`src/rtl/color_proc_sched.sv`:
```
// Frame-level scheduler: sweeps the original buffer's read port after each captured frame and
// issues latency-aligned writes to the processed buffer. Optional macro: COLOR_PROC_RESTART_EN.
module color_proc_sched #(
  parameter int c_img_pxls    = 4800,
  parameter int c_nb_img_pxls = 13,
  parameter int c_proc_lat    = 2
) (
  input  logic                     clk,
  input  logic                     rst,
  input  logic                     enable,
  input  logic                     frame_done,
  output logic [c_nb_img_pxls-1:0] orig_addr,
  output logic [c_nb_img_pxls-1:0] proc_addr,
  output logic                     proc_we,
  output logic                     busy,
  output logic                     sweep_done,
  output logic [7:0]               frame_cnt
);
  typedef enum logic [1:0] {S_IDLE, S_SWEEP, S_DRAIN} state_t;

  localparam logic [c_nb_img_pxls-1:0] LAST_ADDR = c_nb_img_pxls'(c_img_pxls - 1);

  state_t                                    r_state;
  logic                                      r_pending;
  logic [c_nb_img_pxls-1:0]                  r_orig_addr;
  logic                                      r_busy;
  logic                                      r_sweep_done;
  logic [7:0]                                r_frame_cnt;
  logic [c_proc_lat-1:0]                     r_vld_pipe;
  logic [c_proc_lat-1:0][c_nb_img_pxls-1:0]  r_addr_pipe;

  logic                  w_start;
  logic                  w_fd_busy;
  logic [c_proc_lat-1:0] w_vld_sh;
  logic                  w_drain_empty;

  assign w_start   = (frame_done & enable) | r_pending;
  assign w_fd_busy = frame_done & enable & (r_state != S_IDLE);
  // Leave DRAIN when the pipe will be empty after this shift, so sweep_done
  // lands the cycle right after the final write.
  assign w_vld_sh      = r_vld_pipe << 1;
  assign w_drain_empty = (w_vld_sh == '0);

  always_ff @(posedge clk or posedge rst) begin
    if (rst) begin
      r_state      <= S_IDLE;
      r_pending    <= 1'b0;
      r_orig_addr  <= '0;
      r_busy       <= 1'b0;
      r_sweep_done <= 1'b0;
      r_frame_cnt  <= '0;
      r_vld_pipe   <= '0;
      r_addr_pipe  <= '0;
    end else begin
      r_sweep_done   <= 1'b0;
      r_vld_pipe[0]  <= (r_state == S_SWEEP);
      r_addr_pipe[0] <= r_orig_addr;
      for (int i = 1; i < c_proc_lat; i++) begin
        r_vld_pipe[i]  <= r_vld_pipe[i-1];
        r_addr_pipe[i] <= r_addr_pipe[i-1];
      end
      case (r_state)
        S_IDLE: begin
          r_orig_addr <= '0;
          if (w_start) begin
            r_state   <= S_SWEEP;
            r_busy    <= 1'b1;
            r_pending <= 1'b0;
          end
        end
        S_SWEEP: begin
          if (r_orig_addr == LAST_ADDR) begin
            r_state     <= S_DRAIN;
            r_orig_addr <= '0;
          end else begin
            r_orig_addr <= r_orig_addr + c_nb_img_pxls'(1);
          end
        end
        S_DRAIN: begin
          if (w_drain_empty) begin
            r_state      <= S_IDLE;
            r_busy       <= 1'b0;
            r_sweep_done <= 1'b1;
            r_frame_cnt  <= r_frame_cnt + 8'd1;
          end
        end
        default: r_state <= S_IDLE;
      endcase
`ifdef COLOR_PROC_RESTART_EN
      // Abort overrides everything above, including a completing drain.
      if (w_fd_busy) begin
        r_state      <= S_SWEEP;
        r_orig_addr  <= '0;
        r_vld_pipe   <= '0;
        r_busy       <= 1'b1;
        r_sweep_done <= 1'b0;
        r_frame_cnt  <= r_frame_cnt;
      end
`else
      if (w_fd_busy) r_pending <= 1'b1;
`endif
    end
  end

  assign orig_addr  = r_orig_addr;
  assign proc_addr  = r_addr_pipe[c_proc_lat-1];
  assign proc_we    = r_vld_pipe[c_proc_lat-1];
  assign busy       = r_busy;
  assign sweep_done = r_sweep_done;
  assign frame_cnt  = r_frame_cnt;

endmodule

```
`config.mk`:
```
export PLATFORM = sky130hd
export DESIGN_NAME = color_proc_sched
export DESIGN_NICKNAME = d
export VERILOG_FILES = /design/src/rtl/color_proc_sched.sv
export SDC_FILE = /design/constraint.sdc
export NUM_CORES = 1
export LEC_CHECK = 0
export CORE_MARGIN = 10
export CORE_UTILIZATION = 45
export CTS_CLUSTER_DIAMETER = 40
export CTS_CLUSTER_SIZE = 20
export DETAILED_ROUTE_END_ITERATION = 8
export PLACE_DENSITY = 0.71
export SYNTH_ARGS = -nofsm -noshare
export SYNTH_HDL_FRONTEND = slang
export SYNTH_SLANG_ARGS = --single-unit
```
`constraint.sdc`:
```
create_clock -name clk -period 2 [get_ports clk]
set_input_delay 0.2 -clock clk [delete_from_list [all_inputs] [get_ports clk]]
set_output_delay 0.2 -clock clk [all_outputs]
set_load 0.005 [all_outputs]
```
Yosys cells after proc, flatten, opt, wreduce, memory -nomap -nowiden --
Cells that the tools add are included.
Word-level totals: flip-flop bits (word level) 54, logic and storage cells 45, input bits 4
Operators by class: bitwise logic cells 3, reductions and logical operators 11, mux-type cells 14, equal/unequal tests 6, add/sub/neg operators 2
Operators by type and width (count):
- $pmux W13 S2 | 1
- $add A13 B1 Y13 const B | 1
- $eq A13 B13 Y1 const B | 1
- $mux W13 | 1
- $reduce_bool A2 Y1 | 5
- $add A8 B1 Y8 const B | 1
- $mux W1 | 7
- $mux W2 | 3
- $pmux W2 S3 | 1
- $reduce_and A3 Y1 | 2
- $logic_not A2 Y1 | 2
- $ne A2 B2 Y1 const B | 2
- $reduce_and A2 Y1 | 2
- $and A1 B1 Y1 | 2
- $eq A2 B1 Y1 const B | 1
- $eq A2 B2 Y1 const B | 1
- $ne A2 B1 Y1 const B | 1
- $pmux W1 S2 | 1
- $or A1 B1 Y1 | 1

Longest topological paths before layout --
depth in word-level cells 5, depth in mapped cells 7, depth with buffers taken out 6

Least setup slack after synthesis --
No wires, ideal clock.
kind reg-to-reg, start point register r_orig_addr[0] (netlist: orig_addr[0]), end point register r_orig_addr[5] (netlist: orig_addr[5]), setup slack 407 ps, cell stages (with the launch flop) 8, buffers on the path 1, arrival 1461 ps, required time 1868 ps, cells stage by stage dfrtp_1 -> ha_1 -> nand3_4 -> nor3_4 -> a21oi_2 -> buf_6 -> a41oi_1 -> a31oi_1
Between the ends: word-level cells in the longest chain between the ends 3, elaborated cells between the ends (all ways) 4, classes of those cells add/sub (1); eq/ne (1); mux (2)
Ends and longest elaborated chain:
- start, declared | line 25 | logic [c_nb_img_pxls-1:0] r_orig_addr;
- start signal, assigned | line 76 | r_orig_addr <= r_orig_addr + c_nb_img_pxls'(1);
- $add A13 B1 Y13 / $eq A13 B13 Y1 (equally long branches) | line 76, 72
- $mux W13 * | line 72 | if (r_orig_addr == LAST_ADDR) begin
- $pmux W13 S2 * | line 62 | case (r_state)
Every way passes the cells marked *; elsewhere a longest branch is shown, timed or not. A chain may end at the register's enable or synchronous reset.

Final worst setup path --
start point register r_orig_addr[0] (netlist: orig_addr[0]), end point register r_orig_addr[10] (netlist: orig_addr[10])
Same word-level chain as after synthesis.

==> metrics.cfg <==
[finish]
fill_cells=347
final_area_mm2=0.00260
area_delta_synth_final_pct=23.4
drive_above_1_share_pct=12.1
fin_util_pct=58.5
layout_common_cells=54 x dfrtp_1, 40 x clkdlybuf4s50_1, 18 x nand2_1, 9 x nor2_1, 7 x o21ai_0
antenna_cells=0
fin_cells=251
final_common_cell=dfrtp_1
nets=204

[critical_path]
slowest_stage=dfrtp_1
cp.arrival_ns=2.00
cp-start-kind=flop
cp_max_fo=14
cp_slowest_stage_delay_ns=0.43
path_cells=ha_1, nand3_4, nor3_4, a21oi_4, a21o_1, a22o_1
critPathRequiredTime_ns=2.20
cp-end-kind=flop
crit_type=flop to flop

[clock_tree]
h-tree-depth=2
numCtsBuffers=5
clk_pin_slew_ns=0.09
clockBufferDepth=2
clock_latency_ns=0.31
clock_sinks=54
clock-root-buffer=clkbuf_8
cts_tree=yes

[floorplanning]
io_pins=41
die_h_um=88.4
rows=24
coreArea_mm2=0.00444
die_area_mm2=0.00782
start_util_pct=47.4
die_w_um=88.4

[global_routing]
grt_usage_pct=11.1
overflow=0
first_global_vias=1343
grt_pass1_wl_um=6720
grt_antenna_before_repair=0
grt_max_degree=35

[route]
ant_nets=0
drtPass1Iterations=4
remaining_drc_errors=0
vias=1315
initialDrtViolationCount=62
wl_per_cell_um=16.1
vias_per_cell=5.24
totalWireLength_um=4040

[sta]
worst_pin_slew_ns=0.458
maxSlewHeadroom_pct=69.4
hold_slack_ns=0.215
drv_slew=0
fin_setup_tns_ns=0
timing.fmax_ghz=0.555
hold_viol=0
finClkSkew_ns=0.0115
setup_viol=0
rsz0062_at_grt=false
fin_crit_ns=1.80
post-route-period-util_pct=90.0

[logic_synthesis]
yosys.area.top_type=dfrtp_1
ys_seq_area_share_pct=64.2
synth_nets=171
synth_cells=165
synth-edff-count=0
synth_top_area_share_pct=64.2
yosysWarnings=0
ys_dominant_reg_cell=dfrtp_1
async_flop_share_pct=100
ys_ff_latch=54
synthDistinctLibCells=37
synth_area_mm2=0.00211
yosys-top-cells-area=dfrtp_1 64%, buf_4 4.6%, nand2_1 3.2%
synth.avg_cell_area_um2=12.8

[power]
pwr-share-clk_pct=38.9
power_frac_comb_pct=1.9
p_sw_mw=0.369
irDropWorstVdd_mv=0.367
seqPwrFrac_pct=59.2
p_int_mw=1.48
powerDensity_mw_per_mm2=710
p_leak_nw=1.19
switching_share_pct=20.0

[run_status]
status=finished clean

[placement]
dpl.cell_count=243
gp_congestion=0.801
place_hpwl_um=3020
place_area_mm2=0.00248
portBuffers=40

[worst_hold_path]
hold_path_class=input port to asynchronous set/reset pin

[run]
maxCapViolations=0

## routing by layer
layer,up-vias,global-route usage [%],part of all wire (%)
met3,13,4.50,7.6
met4,0,5.73,2.9
li1,616,-,-
met1,646,12.5,41
met5,-,0,0
met2,40,18.0,48
## synth_stat cells, types with 2 or more instances
master    number
dfrtp_1       54
nand2_1       18
buf_4         13
nor2_1         9
o21ai_0        7
a21oi_1        6
a31oi_1        6
nand3_1        5
xnor2_1        5
inv_1          4
a22o_1         3
xor2_1         3
and3_1         2
buf_6          2
ha_1           2
nand2b_1       2
nor3_4         2
nor3b_4        2
o31ai_1        2
## state kept, by name, summed over array words and instances, names as in the netlist
register,flops
orig_addr,13
proc_addr,13
r_addr_pipe,13
frame_cnt,8
r_state,2
r_vld_pipe,2
busy,1
r_pending,1
sweep_done,1
## critical path: cells and delay by family, from the launching register on
family,cells,cell delay (ns)
AND/OR/NAND/NOR,2,0.43
adder cells (fa/ha/maj),1,0.26
AO/OA/AOI/OAI,3,0.57
flip-flops,1,0.43
## path summary, 6_finish.rpt
path	startpoint	endpoint	slack (ns)	depth (start not counted)
setup / recovery	orig_addr[0]	orig_addr[10]	0.20	6
hold / removal	rst	r_addr_pipe[2]	0.22	2
setup reg to reg	orig_addr[0]	orig_addr[10]	0.20	6
hold reg to reg	r_addr_pipe[5]	proc_addr[5]	0.35	0
max in group asynchronous	rst	proc_addr[10]	1.26	3
min in group clk	r_addr_pipe[5]	proc_addr[5]	0.35	0
## area by class of cell
class	instances	area, µm²	area share (%)
flip-flops and latches	54	1350	52.0
multi-input cells	90	618	23.8
repair buffers	43	435	16.8
clock buffers	5	68.8	2.65
well taps	52	65.1	2.50
clock inverters	3	45.0	1.73
inverters	4	15.0	0.578
## stage by stage
step	worst slack (ns)	power [mW]
after floorplan	0.407	1.13
after global placement	0.178	1.15
after detailed placement	0.112	1.15
after CTS	0.0775	1.87
after global routing	0.0674	1.91
final	0.200	1.84
## power by group through the flow
stage               Combinational [mW]  Sequential, mW  Clock, mW
detailed placement              0.0365            1.11          0
finish                          0.0342            1.09      0.718
global route                    0.0397            1.09      0.780
global placement                0.0343            1.11          0
floorplan                       0.0172            1.11          0
CTS                             0.0365            1.09      0.737
## kinds of logic (layout without fill, tap and decap cells)
group	Yosys count	after routing	synth area share, %
XOR/XNOR	8	8	3.33
adder cells (fa/ha/maj)	2	2	1.19
AO/OA/AOI/OAI	28	28	8.50
AND/OR/NAND/NOR	50	50	15.0
flip-flops	54	54	64.2
multiplexers	2	2	1.01
buffers and inverters	21	55	6.83
## repair_timing
action	CTS	global route
buffers inserted	0	0
hold buffers	0	0
resized for setup	0	1
endpoints found under the setup margin	0	2
No activity file was read; power rests on OpenSTA's default activity.
